$ cat src/rtl/reindeer_pipeline_sequencer_if.sv
// Handshake bundle between the Reindeer pipeline sequencer and the blocks it
// controls: debug start/halt, decoder control flags, memory and mul/div
// completion, interrupt status, and the sequencer's stage strobes.
//
// Modports:
//   slave  - the sequencer: samples requests/flags, drives strobes and status
//   master - the surrounding core / bench: drives requests, observes strobes
interface reindeer_pipeline_sequencer_if;
    // toward the sequencer
    logic       start;
    logic       halt_req;
    logic       fetch_done;
    logic       ctl_LOAD;
    logic       ctl_STORE;
    logic       ctl_MUL_DIV_FUNCT3;
    logic       ctl_WFI;
    logic       ctl_MRET;
    logic       exception_in;
    logic       mem_ack;
    logic       mem_error;
    logic       mul_div_done;
    logic       interrupt_pending;
    logic       global_int_enable;
    // from the sequencer
    logic       fetch_enable;
    logic       decode_enable;
    logic       exe_enable;
    logic       mem_enable;
    logic       wb_enable;
    logic       trap_enter;
    logic [3:0] trap_cause;
    logic       retire;
    logic       halted;

    modport slave (
        input  start, halt_req, fetch_done,
        input  ctl_LOAD, ctl_STORE, ctl_MUL_DIV_FUNCT3, ctl_WFI, ctl_MRET,
        input  exception_in, mem_ack, mem_error, mul_div_done,
        input  interrupt_pending, global_int_enable,
        output fetch_enable, decode_enable, exe_enable, mem_enable, wb_enable,
        output trap_enter, trap_cause, retire, halted
    );

    modport master (
        output start, halt_req, fetch_done,
        output ctl_LOAD, ctl_STORE, ctl_MUL_DIV_FUNCT3, ctl_WFI, ctl_MRET,
        output exception_in, mem_ack, mem_error, mul_div_done,
        output interrupt_pending, global_int_enable,
        input  fetch_enable, decode_enable, exe_enable, mem_enable, wb_enable,
        input  trap_enter, trap_cause, retire, halted
    );
endinterface

$ cat src/rtl/reindeer_pipeline_sequencer.sv
// Multi-cycle instruction sequencer for the Reindeer core. Walks each
// instruction through fetch, decode, execute, memory / mul-div wait and
// write-back with one-cycle stage strobes, and sequences traps, WFI sleep and
// debugger halt. All outputs are registered Moore outputs set on state entry.
//
// Ports:
//   clk      - core clock
//   reset_n  - synchronous active-low reset
//   bus      - reindeer_pipeline_sequencer_if.slave (requests, flags, strobes)
//
// Parameter:
//   MEM_TIMEOUT - cycles allowed in MEM without ack/error before a
//                 timeout trap (1..65535)
//
// state  | meaning
// IDLE   | halted, waiting for start
// FETCH  | fetch strobe on entry, wait for fetch_done from 2nd cycle
// DECODE | decode strobe, single cycle
// EXEC   | execute strobe, dispatch on decoder flags
// MEM    | load/store in flight, timeout counter running
// MULDIV | waiting for mul/div result
// WFI    | sleeping until an interrupt is pending
// WB     | write-back strobe + retire, interrupt/halt decision point
// TRAP   | trap_enter pulse with cause, single cycle
module reindeer_pipeline_sequencer #(
    parameter int unsigned MEM_TIMEOUT = 255
) (
    input  logic                          clk,
    input  logic                          reset_n,
    reindeer_pipeline_sequencer_if.slave  bus
);

    localparam logic [15:0] TMO_LIMIT   = 16'(MEM_TIMEOUT);
    localparam logic [3:0]  CAUSE_ACCESS = 4'd1;
    localparam logic [3:0]  CAUSE_TMO    = 4'd2;
    localparam logic [3:0]  CAUSE_EXEC   = 4'd3;
    localparam logic [3:0]  CAUSE_IRQ    = 4'd8;

    typedef enum logic [3:0] {
        S_IDLE,
        S_FETCH,
        S_DECODE,
        S_EXEC,
        S_MEM,
        S_MULDIV,
        S_WB,
        S_WFI,
        S_TRAP
    } state_t;

    state_t      r_state;
    logic        r_fetch_en;
    logic        r_decode_en;
    logic        r_exe_en;
    logic        r_mem_en;
    logic        r_wb_en;
    logic        r_trap_enter;
    logic [3:0]  r_trap_cause;
    logic        r_retire;
    logic        r_halted;
    logic [15:0] r_tmo_cnt;

    always_ff @(posedge clk) begin
        if (!reset_n) begin
            r_state      <= S_IDLE;
            r_fetch_en   <= 1'b0;
            r_decode_en  <= 1'b0;
            r_exe_en     <= 1'b0;
            r_mem_en     <= 1'b0;
            r_wb_en      <= 1'b0;
            r_trap_enter <= 1'b0;
            r_trap_cause <= 4'd0;
            r_retire     <= 1'b0;
            r_halted     <= 1'b1;
            r_tmo_cnt    <= 16'd0;
        end else begin
            // strobes are single-cycle: cleared unless re-armed on a state entry
            r_fetch_en   <= 1'b0;
            r_decode_en  <= 1'b0;
            r_exe_en     <= 1'b0;
            r_mem_en     <= 1'b0;
            r_wb_en      <= 1'b0;
            r_trap_enter <= 1'b0;
            r_retire     <= 1'b0;

            case (r_state)
                S_IDLE: begin
                    if (bus.start) begin
                        r_state    <= S_FETCH;
                        r_fetch_en <= 1'b1;
                        r_halted   <= 1'b0;
                    end
                end

                S_FETCH: begin
                    // fetch_enable is high only in the entry cycle, so it also
                    // marks "don't sample fetch_done yet"
                    if (!r_fetch_en && bus.fetch_done) begin
                        r_state     <= S_DECODE;
                        r_decode_en <= 1'b1;
                    end
                end

                S_DECODE: begin
                    r_state  <= S_EXEC;
                    r_exe_en <= 1'b1;
                end

                S_EXEC: begin
                    if (bus.exception_in) begin
                        r_state      <= S_TRAP;
                        r_trap_enter <= 1'b1;
                        r_trap_cause <= CAUSE_EXEC;
                    end else if (bus.ctl_LOAD || bus.ctl_STORE) begin
                        r_state   <= S_MEM;
                        r_mem_en  <= 1'b1;
                        r_tmo_cnt <= 16'd0;
                    end else if (bus.ctl_MUL_DIV_FUNCT3) begin
                        r_state <= S_MULDIV;
                    end else if (bus.ctl_WFI) begin
                        r_state <= S_WFI;
                    end else if (bus.ctl_MRET) begin
                        // mret retires like an ALU op; the PC redirect happens
                        // in the execute stage itself
                        r_state  <= S_WB;
                        r_wb_en  <= 1'b1;
                        r_retire <= 1'b1;
                    end else begin
                        r_state  <= S_WB;
                        r_wb_en  <= 1'b1;
                        r_retire <= 1'b1;
                    end
                end

                S_MEM: begin
                    if (bus.mem_error) begin
                        r_state      <= S_TRAP;
                        r_trap_enter <= 1'b1;
                        r_trap_cause <= CAUSE_ACCESS;
                    end else if (bus.mem_ack) begin
                        r_state  <= S_WB;
                        r_wb_en  <= 1'b1;
                        r_retire <= 1'b1;
                    end else if (r_tmo_cnt == TMO_LIMIT) begin
                        r_state      <= S_TRAP;
                        r_trap_enter <= 1'b1;
                        r_trap_cause <= CAUSE_TMO;
                    end else begin
                        r_tmo_cnt <= r_tmo_cnt + 16'd1;
                    end
                end

                S_MULDIV: begin
                    if (bus.mul_div_done) begin
                        r_state  <= S_WB;
                        r_wb_en  <= 1'b1;
                        r_retire <= 1'b1;
                    end
                end

                S_WFI: begin
                    // wake on any pending source even with MIE clear; the
                    // trap decision is made later in WB
                    if (bus.interrupt_pending) begin
                        r_state  <= S_WB;
                        r_wb_en  <= 1'b1;
                        r_retire <= 1'b1;
                    end
                end

                S_WB: begin
                    if (bus.halt_req) begin
                        r_state  <= S_IDLE;
                        r_halted <= 1'b1;
                    end else if (bus.interrupt_pending && bus.global_int_enable) begin
                        r_state      <= S_TRAP;
                        r_trap_enter <= 1'b1;
                        r_trap_cause <= CAUSE_IRQ;
                    end else begin
                        r_state    <= S_FETCH;
                        r_fetch_en <= 1'b1;
                    end
                end

                S_TRAP: begin
                    if (bus.halt_req) begin
                        r_state  <= S_IDLE;
                        r_halted <= 1'b1;
                    end else begin
                        r_state    <= S_FETCH;
                        r_fetch_en <= 1'b1;
                    end
                end

                default: begin
                    r_state  <= S_IDLE;
                    r_halted <= 1'b1;
                end
            endcase
        end
    end

    assign bus.fetch_enable  = r_fetch_en;
    assign bus.decode_enable = r_decode_en;
    assign bus.exe_enable    = r_exe_en;
    assign bus.mem_enable    = r_mem_en;
    assign bus.wb_enable     = r_wb_en;
    assign bus.trap_enter    = r_trap_enter;
    assign bus.trap_cause    = r_trap_cause;
    assign bus.retire        = r_retire;
    assign bus.halted        = r_halted;

endmodule

$ cat src/flat_wrapper.sv
// flat-port wrapper written by rule: the top's interface ports become plain ports
module reindeer_pipeline_sequencer_flat 
#(
    parameter int unsigned MEM_TIMEOUT = 255
)
  (clk, reset_n, bus_start, bus_halt_req, bus_fetch_done, bus_ctl_LOAD, bus_ctl_STORE, bus_ctl_MUL_DIV_FUNCT3, bus_ctl_WFI, bus_ctl_MRET, bus_exception_in, bus_mem_ack, bus_mem_error, bus_mul_div_done, bus_interrupt_pending, bus_global_int_enable, bus_fetch_enable, bus_decode_enable, bus_exe_enable, bus_mem_enable, bus_wb_enable, bus_trap_enter, bus_trap_cause, bus_retire, bus_halted);
  reindeer_pipeline_sequencer_if bus_i ();
  input  logic clk;
  input  logic reset_n;
  input wire logic [$bits(bus_i.start)-1:0] bus_start;
  input wire logic [$bits(bus_i.halt_req)-1:0] bus_halt_req;
  input wire logic [$bits(bus_i.fetch_done)-1:0] bus_fetch_done;
  input wire logic [$bits(bus_i.ctl_LOAD)-1:0] bus_ctl_LOAD;
  input wire logic [$bits(bus_i.ctl_STORE)-1:0] bus_ctl_STORE;
  input wire logic [$bits(bus_i.ctl_MUL_DIV_FUNCT3)-1:0] bus_ctl_MUL_DIV_FUNCT3;
  input wire logic [$bits(bus_i.ctl_WFI)-1:0] bus_ctl_WFI;
  input wire logic [$bits(bus_i.ctl_MRET)-1:0] bus_ctl_MRET;
  input wire logic [$bits(bus_i.exception_in)-1:0] bus_exception_in;
  input wire logic [$bits(bus_i.mem_ack)-1:0] bus_mem_ack;
  input wire logic [$bits(bus_i.mem_error)-1:0] bus_mem_error;
  input wire logic [$bits(bus_i.mul_div_done)-1:0] bus_mul_div_done;
  input wire logic [$bits(bus_i.interrupt_pending)-1:0] bus_interrupt_pending;
  input wire logic [$bits(bus_i.global_int_enable)-1:0] bus_global_int_enable;
  output wire logic [$bits(bus_i.fetch_enable)-1:0] bus_fetch_enable;
  output wire logic [$bits(bus_i.decode_enable)-1:0] bus_decode_enable;
  output wire logic [$bits(bus_i.exe_enable)-1:0] bus_exe_enable;
  output wire logic [$bits(bus_i.mem_enable)-1:0] bus_mem_enable;
  output wire logic [$bits(bus_i.wb_enable)-1:0] bus_wb_enable;
  output wire logic [$bits(bus_i.trap_enter)-1:0] bus_trap_enter;
  output wire logic [$bits(bus_i.trap_cause)-1:0] bus_trap_cause;
  output wire logic [$bits(bus_i.retire)-1:0] bus_retire;
  output wire logic [$bits(bus_i.halted)-1:0] bus_halted;
  assign bus_i.start = bus_start;
  assign bus_i.halt_req = bus_halt_req;
  assign bus_i.fetch_done = bus_fetch_done;
  assign bus_i.ctl_LOAD = bus_ctl_LOAD;
  assign bus_i.ctl_STORE = bus_ctl_STORE;
  assign bus_i.ctl_MUL_DIV_FUNCT3 = bus_ctl_MUL_DIV_FUNCT3;
  assign bus_i.ctl_WFI = bus_ctl_WFI;
  assign bus_i.ctl_MRET = bus_ctl_MRET;
  assign bus_i.exception_in = bus_exception_in;
  assign bus_i.mem_ack = bus_mem_ack;
  assign bus_i.mem_error = bus_mem_error;
  assign bus_i.mul_div_done = bus_mul_div_done;
  assign bus_i.interrupt_pending = bus_interrupt_pending;
  assign bus_i.global_int_enable = bus_global_int_enable;
  assign bus_fetch_enable = bus_i.fetch_enable;
  assign bus_decode_enable = bus_i.decode_enable;
  assign bus_exe_enable = bus_i.exe_enable;
  assign bus_mem_enable = bus_i.mem_enable;
  assign bus_wb_enable = bus_i.wb_enable;
  assign bus_trap_enter = bus_i.trap_enter;
  assign bus_trap_cause = bus_i.trap_cause;
  assign bus_retire = bus_i.retire;
  assign bus_halted = bus_i.halted;
  reindeer_pipeline_sequencer #(.MEM_TIMEOUT(MEM_TIMEOUT)) u_core (.clk(clk), .reset_n(reset_n), .bus(bus_i));
endmodule
$ cat config.mk
export PLATFORM = sky130hd
export DESIGN_NAME = reindeer_pipeline_sequencer_flat
export DESIGN_NICKNAME = d
export VERILOG_FILES = /design/src/rtl/reindeer_pipeline_sequencer_if.sv /design/src/rtl/reindeer_pipeline_sequencer.sv /design/src/flat_wrapper.sv
export SDC_FILE = /design/constraint.sdc
export NUM_CORES = 1
export LEC_CHECK = 0
export ABC_AREA = 1
export BUFFER_PORTS_ARGS = -buffer_cell sky130_fd_sc_hd__buf_4
export CORE_MARGIN = 2
export CORE_UTILIZATION = 45
export CTS_CLUSTER_DIAMETER = 100
export DETAILED_ROUTE_END_ITERATION = 8
export MAX_ROUTING_LAYER = met4
export PLACE_DENSITY = 0.65
export SKIP_LAST_GASP = 1
export SLEW_MARGIN = 20
export SYNTH_ARGS = -nofsm -noshare
export SYNTH_HDL_FRONTEND = slang
export SYNTH_SLANG_ARGS = --single-unit
$ cat constraint.sdc
create_clock -name clk -period 2.1 [get_ports clk]
set_clock_uncertainty 0.1 [all_clocks]
set_input_delay 0.105 -clock clk [delete_from_list [all_inputs] [get_ports clk]]
set_output_delay 0.105 -clock clk [all_outputs]
set_load 0.02 [all_outputs]
# ---- Yosys cells after proc, flatten, opt, wreduce, memory -nomap -nowiden
# Index checks and enable logic that the tools add are counted.
dict set report op_classes {
  add_sub_neg 1
  eq_ne 25
  muxes 55
  bitwise_logic 3
  reduce_logical 15
}
# op n
set op_table {}
lappend op_table {{16-bit two-way mux} 5}
lappend op_table {{4-bit two-way mux} 18}
lappend op_table {{4-bit one-hot mux with 9 select lines} 1}
lappend op_table {{16-bit one-hot mux with 2 select lines} 1}
lappend op_table {{1-bit two-way mux} 25}
lappend op_table {{2-bit inequality test (second input constant)} 9}
lappend op_table {{16-bit by 1-bit adder with 16-bit output (second input constant)} 1}
lappend op_table {{16-bit by 8-bit equality test with 1-bit output (second input constant)} 1}
lappend op_table {{4-bit by 3-bit equality test with 1-bit output (second input constant)} 4}
lappend op_table {{4-bit one-hot mux with 3 select lines} 1}
lappend op_table {{6-bit AND reduction} 2}
lappend op_table {{1-bit one-hot mux with 3 select lines} 3}
lappend op_table {{4-bit by 2-bit equality test with 1-bit output (second input constant)} 2}
lappend op_table {{2-bit by 1-bit inequality test with 1-bit output (second input constant)} 4}
lappend op_table {{6-bit OR reduction} 1}
lappend op_table {{5-bit AND reduction} 1}
lappend op_table {{4-bit by 1-bit equality test with 1-bit output (second input constant)} 1}
lappend op_table {{4-bit equality test (second input constant)} 1}
lappend op_table {{4-bit logical NOT} 1}
lappend op_table {{4-bit by 3-bit inequality test with 1-bit output (second input constant)} 1}
lappend op_table {{1-bit one-hot mux with 4 select lines} 1}
lappend op_table {{3-bit by 2-bit inequality test with 1-bit output (second input constant)} 1}
lappend op_table {{3-bit inequality test (second input constant)} 1}
lappend op_table {{1-bit NOT} 3}
lappend op_table {{other kinds (9)} 10}
dict set report word_totals {
  register_bits 31
  inputBits 16
  elab_cells 109
}

# ---- Logic depth before layout (Yosys ltp)
# Gate-level depths: netlist of the first run.
dict set report logic_depth {
  depth_word 5
  mapped_depth 11
  depth_no_buf 11
}

# ---- Worst setup path before layout of the first run
# OpenSTA, ideal clock, no wires.
dict set report synth_timing {
  path_type {reg-to-reg}
  from {register u_core.r_state[2]}
  to {register u_core.r_tmo_cnt[0]}
  arrival_time_ns 1.372
  slack_ns 0.512
  path_stages_with_launch 11
  n_path_buf 1
  synth_period_minus_slack_ns 1.588
  path_cell_list {dfxtp_1 > inv_1 > nor2_4 > nand2_4 > nand2_4 > nand2_4 > nor2_8 > nand2_2 > buf_6 > o21ai_0 > nor2_1}
}
dict set report synth_between {
  elab_chain_len 3
}
# element line
set synth_lines {}
lappend synth_lines {{start, declared} reindeer_pipeline_sequencer.sv:51} ;# state_t r_state;
lappend synth_lines {{start signal, assigned} reindeer_pipeline_sequencer.sv:65} ;# r_state <= S_IDLE;
lappend synth_lines {{start signal, assigned} reindeer_pipeline_sequencer.sv:89} ;# r_state <= S_FETCH;
lappend synth_lines {{start signal, assigned} reindeer_pipeline_sequencer.sv:99} ;# r_state <= S_DECODE;
lappend synth_lines {{4-bit by 3-bit equality test with 1-bit output or 4-bit by 2-bit equality test with 1-bit output (tied branches)} reindeer_pipeline_sequencer.sv:86} ;# case (r_state)
lappend synth_lines {{2-bit inequality test (no line), or another cell as far along} -}
lappend synth_lines {{6-bit AND reduction (no line)} -}
lappend synth_lines {{end signal, assigned} reindeer_pipeline_sequencer.sv:149} ;# r_tmo_cnt <= r_tmo_cnt + 16'd1;
lappend synth_lines {{end, declared} reindeer_pipeline_sequencer.sv:61} ;# logic [15:0] r_tmo_cnt;
# Several ways; a longest one is shown, not always the timed one.
# A chain may end at the register's enable or synchronous reset.

# ---- Worst setup path after layout of the first run
dict set report layout_timing {
  from {register u_core.r_state[3]}
  to {register u_core.r_tmo_cnt[8]}
}
# Same word-level chain as after synthesis.

==> results.cfg, run 1 <==
[yosys]
yosysUniqueCellTypes = 27
synth.avg_cell_area_sq_um = 6.170
yosysWarnings = 0
synth_seq_cells = 30
synth_area_sq_um = 1882
postSynthCellCount = 305
synth_nets = 322
ys_seq_area_share_pct = 31.91

[place]
post-place-ws_ns = 0.1620
io_buffers = 25
place_inst = 379
dpl.hpwl_um = 3388
gp_congestion = 0.8771

[setup_path]
worst-setup-path-type = reg2reg
cp_slowest_cell = dfxtp_1
cp_cell_sequence = nor2_2 -> nand2_4 -> nand2_4 -> nand2_4 -> nor2_8 -> nand2_2 -> inv_1 -> nand2_1 -> nand2_1 -> nor2_2
crit_required_ns = 2.19
critPathMaxFanout = 16
slowest_delay_ns = 0.36
cp_top_family = simple AND/OR/NAND/NOR gates
crit_path_end_kind = flip-flop
critPathLaunchType = flip-flop
cp.buffers_inverters = 1
arrival_ns = 2.02
worst_path_most_repeated_cell = nand2_4

[cells_and_area]
fill_cells = 435
final_common_cell = nand2_1
fin_cells = 389
mostFrequentLayoutCells = 81 x nand2_1, 55 x nor2_1, 41 x inv_1
ff_latch_area_sq_um = 600.6
area_delta_synth_final_pct = 18.95
fin_nets = 355
multi_input_area_sq_um = 1077
final_layout_size_suffix_gt1_share_pct = 15.63
final_core_util_pct = 55.96
diodes = 0

[timing]
drv_slew = 0
final.setup.tns_ns = 0
setup_viol = 0
clock.fmax_mhz = 517.1
worst_slack_ns = 0.1662
timing.final.crit_period_ns = 1.934
rsz0062_at_grt = no
min_period_over_period_pct = 92.09
hold_viol_final = 0

[route]
ant_nets = 0
post_drt_wl_per_cell_um = 11.08
drt-total-wl_um = 4309
drtIter0Drc = 108
drt_first_pass_iters = 4
vias_per_cell = 4.882
route.detailed.drc = 0
vias = 1899

[grt]
antenna_found_initial = 0
grt_max_degree = 17
use_met1_pct = 26.26
grt_first_pass_wirelength_um = 7541
use_met3_pct = 4.870
top_usage_layer = met2
grt_pass1_vias = 1732
use_met2_pct = 36.42
overflow = 0
grtUsageTotal_pct = 21.99

[cts]
cts.htree.levels = 2
cts_tree = yes
clk_pin_slew_ns = 0.07
cts.sink_count = 30
post_cts_resized = 0
cts_buffer_depth = 2
cts_made_buffers = 5
cts_setup_buffers = 0
clkLatencyLatePin_ns = 0.29
cts_root_buf = clkbuf_8
holdBufCountCts = 2

[die]
ios = 28
core_sq_um = 4000
num_rows = 23
die_width_um = 68.67
start_util_pct = 47.04
die_height_um = 68.67
die_area_sq_um = 4715

[pwr]
leakagePower_uw = 0.001029
power_density_nw_per_um2 = 948.1
power_uw = 2122
peakVddDrop_mv = 0.5627

[hold_path]
hold_path.class = in2reg

[flow_run]
maxCapViolCount = 0

[status]
status = finished, final reports clean
[path summary, 6_finish.rpt]
kind | from | end | slack (ns) | cells past startpoint
setup / recovery | u_core.r_state[3]$_SDFFE_PN0P_ | u_core.r_tmo_cnt[8]$_SDFFE_PN0P_ | 0.17 | 10
hold / removal | bus_exception_in | u_core.bus.mem_enable$_SDFF_PP0_ | 0.02 | 4
setup reg to reg | u_core.r_state[3]$_SDFFE_PN0P_ | u_core.r_tmo_cnt[8]$_SDFFE_PN0P_ | 0.17 | 10
hold reg to reg | u_core.bus.trap_cause[3]$_SDFFE_PN0P_ | u_core.bus.trap_cause[3]$_SDFFE_PN0P_ | 0.37 | 2
[layer usage]
metal,up-vias,part of all wire [%]
met4,0,1.7
met3,7,2.9
li1,1022,-
met5,-,0
met1,850,48
met2,20,47
[registers in the layout, indices dropped and copies added, names as in the netlist]
name and count:
u_core.bus.fetch_enable 1, u_core.bus.decode_enable 1, u_core.bus.mem_enable 1, u_core.r_tmo_cnt 16
u_core.bus.trap_cause 3, u_core.bus.trap_enter 1, u_core.bus.halted 1, u_core.r_state 4
u_core.bus.exe_enable 1, u_core.bus.retire 1
[metrics by stage]
step,hold WS (ns),instance area (sq um)
global placement,0.2317,2127
finish,0.02029,2238
CTS,0.01081,2238
global route,0.03829,2238
floorplan,0.08911,1882
detailed placement,0.2447,2127
[synthesized netlist by cell type]
cell type | count | area share (%)
ha_1 | 1 | 0.66
clkbuf_1 | 2 | 0.40
o21ai_0 | 5 | 1.3
o211ai_1 | 1 | 0.40
a21oi_2 | 1 | 0.47
inv_1 | 41 | 8.2
a21oi_1 | 13 | 3.5
nor2_1 | 55 | 11
xor2_1 | 2 | 0.93
nand2_4 | 4 | 2.4
nor2_8 | 1 | 1.1
o21ai_2 | 1 | 0.47
nor2_2 | 4 | 1.3
buf_4 | 2 | 0.80
nand3_2 | 1 | 0.53
nor3_1 | 5 | 1.3
nand2_1 | 81 | 16
nand4_1 | 8 | 2.7
conb_1 | 1 | 0.20
buf_2 | 1 | 0.27
nor2_4 | 2 | 1.2
dfxtp_1 | 30 | 32
nand2_2 | 1 | 0.33
o31ai_1 | 1 | 0.40
buf_6 | 2 | 1.2
xnor2_1 | 3 | 1.4
nand3_1 | 36 | 9.6
[tightest hold or removal path, cell delays in order]
cell and delay, ns:
buf_4 0.09, inv_1 0.04, nand2_1 0.07, nor3_1 0.05
[logic make-up (layout without fill, tap and decap cells)]
logic type / count (synthesis) / after routing / synth area share (%)
other: 1 / 1 / 0.1993
adder cells (fa/ha/maj): 1 / 1 / 0.6648
XOR/XNOR: 5 / 5 / 2.328
flip-flops: 30 / 30 / 31.92
AND/OR/NAND/NOR: 198 / 198 / 47.54
AO/OA/AOI/OAI: 22 / 22 / 6.516
buffers and inverters: 48 / 82 / 10.84
[report_power, final]
part | internal (uW) | leakage, uW | switching [uW]
logic | 324 | 0.000737 | 618
registers | 635 | 0.000243 | 53.5
clock network | 264 | 0.0000482 | 228
[cell type report]
type	count	share of cell area [%]
flip-flops and latches	30	26.83
clock inverters	1	0.2236
clock buffers	7	3.857
well taps	50	2.795
repair buffers	33	11.29
multi-input cells	227	48.13
inverters	41	6.875
Note: power is estimated with default switching activity, not from simulation.
==> run 2: changes to the inputs <==
CTS_BUF_LIST = sky130_fd_sc_hd__clkbuf_8   (was default)
GPL_ROUTABILITY_DRIVEN = 0   (was default)
==> run 2 against run 1 <==
Compared with the run above:
- combinational power barely moved
- final cell count did not move
- largest cell class unchanged
- global-route usage fell by 0.98 points
- design area did not move
- clock power fell by 1%
- sequential cell count did not move
- sequential share of layout area did not move
- wire length fell by 0.67%
- die area did not move
- largest power group unchanged
- count of clock-buffer cells in the layout fell by 1
==> results.cfg, run 2 (same netlist as run 1, synthesis figures left out) <==
[hold_path]
hold_path.class = in2reg

[cells_and_area]
largest_register_ffs = 16
final_core_util_pct = 55.96
fin_nets = 355
final_common_cell = nand2_1
area_delta_synth_final_pct = 18.95
diodes = 0
top_register = u_core.r_tmo_cnt
mostFrequentLayoutCells = 81 x nand2_1, 55 x nor2_1, 42 x inv_1
final_layout_size_suffix_gt1_share_pct = 15.63

[route]
drt_first_pass_iters = 5
vias = 1877
drtIter0Drc = 67
route.detailed.drc = 0
post_drt_wl_per_cell_um = 11.00
ant_nets = 0
drt-total-wl_um = 4280
vias_per_cell = 4.825

[flow_run]
maxCapViolCount = 0

[timing]
holdWs_ns = 0.01970
max-slew-margin-rel_pct = 66.67
worstMarginPinSlew_ns = 0.4993
min_period_over_period_pct = 91.83
setup_viol = 0
rsz0062_at_grt = no
timing.final.crit_period_ns = 1.928
drv_slew = 0
hold_viol_final = 0
clock.fmax_mhz = 518.6
final.setup.tns_ns = 0

[pwr]
power_density_nw_per_um2 = 942.0
peakVddDrop_mv = 0.5659
leakagePower_uw = 0.001033

[die]
die_height_um = 68.67
num_rows = 23
ios = 28
die_area_sq_um = 4715
die_width_um = 68.67
start_util_pct = 47.04
core_sq_um = 4000

[cts]
clk_pin_slew_ns = 0.07
cts_setup_buffers = 0
cts.sink_count = 30
cts_tree = yes
cts_made_buffers = 5
cts_buffer_depth = 2
cts_root_buf = clkbuf_8
cts.htree.levels = 2
clkLatencyLatePin_ns = 0.29

[grt]
overflow = 0
antenna_found_initial = 0
grt_first_pass_wirelength_um = 7017
grt_max_degree = 17
grt_pass1_vias = 1622
grtUsageTotal_pct = 21.01

[setup_path]
crit_path_end_kind = flip-flop
arrival_ns = 2.02
worst-setup-path-type = reg2reg
crit_required_ns = 2.19
critPathMaxFanout = 16
critPathLaunchType = flip-flop

[place]
dpl.hpwl_um = 3336
io_buffers = 25

[status]
status = finished, final reports clean
## run 2: final cells by class
| class | count | area (sq um) |
|---|---|---|
| clock buffers | 6 | 82.58 |
| clock inverters | 2 | 8.758 |
| fillers | 423 | 1762 |
| inverters | 41 | 153.9 |
| multi-input cells | 227 | 1077 |
| flip-flops and latches | 30 | 600.6 |
| well taps | 50 | 62.56 |
| repair buffers | 33 | 252.7 |
## run 2: final timing paths
check                                        startpoint                                    end  slack (ns)  depth (start not counted)
setup / recovery         u_core.r_state[3]$_SDFFE_PN0P_       u_core.r_tmo_cnt[8]$_SDFFE_PN0P_        0.17                         10
hold / removal                         bus_exception_in       u_core.bus.mem_enable$_SDFF_PP0_        0.02                          4
setup reg to reg         u_core.r_state[3]$_SDFFE_PN0P_       u_core.r_tmo_cnt[8]$_SDFFE_PN0P_        0.17                         10
hold reg to reg   u_core.bus.trap_cause[1]$_SDFFE_PN0P_  u_core.bus.trap_cause[1]$_SDFFE_PN0P_        0.37                          2
## run 2: stage by stage
stage | setup WS [ns] | total power [uW] | cell area, sq um | cells
3_3_place_gp | 0.1883 | 1622 | 2127 | 379
5_1_grt | 0.03191 | 2257 | 2238 | 389
6_report | 0.1716 | 2109 | 2238 | 389
4_1_cts | 0.1679 | 2126 | 2238 | 389
3_5_place_dp | 0.1704 | 1632 | 2127 | 379
2_1_floorplan | 0.5119 | 1392 | 1882 | 305
## run 2: critical path, cell delays in order (launching register included)
cell     delay (ns)
dfxtp_1        0.36
nor2_2         0.35
nand2_4        0.10
nand2_4        0.09
nand2_4        0.06
nor2_8         0.22
nand2_2        0.20
inv_1          0.18
nand2_1        0.07
nand2_1        0.07
nor2_2         0.04
## run 2: metal layers
| layer | vias to the layer above | GRT usage [%] | wire length (um) |
|---|---|---|---|
| li1 | 1026 | - | - |
| met1 | 815 | 24.31 | 2063 |
| met2 | 26 | 34.50 | 1979 |
| met3 | 10 | 5.357 | 140 |
| met4 | 0 | 8.750 | 96 |
| met5 | - | - | 0 |
## run 2: power breakdown
part           leakage [uW]  internal (uW)  switching, uW  total, uW
clock network     0.0000524            259            227        486
registers          0.000243            635           47.4        682
logic              0.000738            318            622        940
total               0.00103           1210            897       2110
## run 2: timing repair
action	CTS	global route
endpoints found under the hold margin	4	0
resized for setup	0	0
hold buffers	2	0
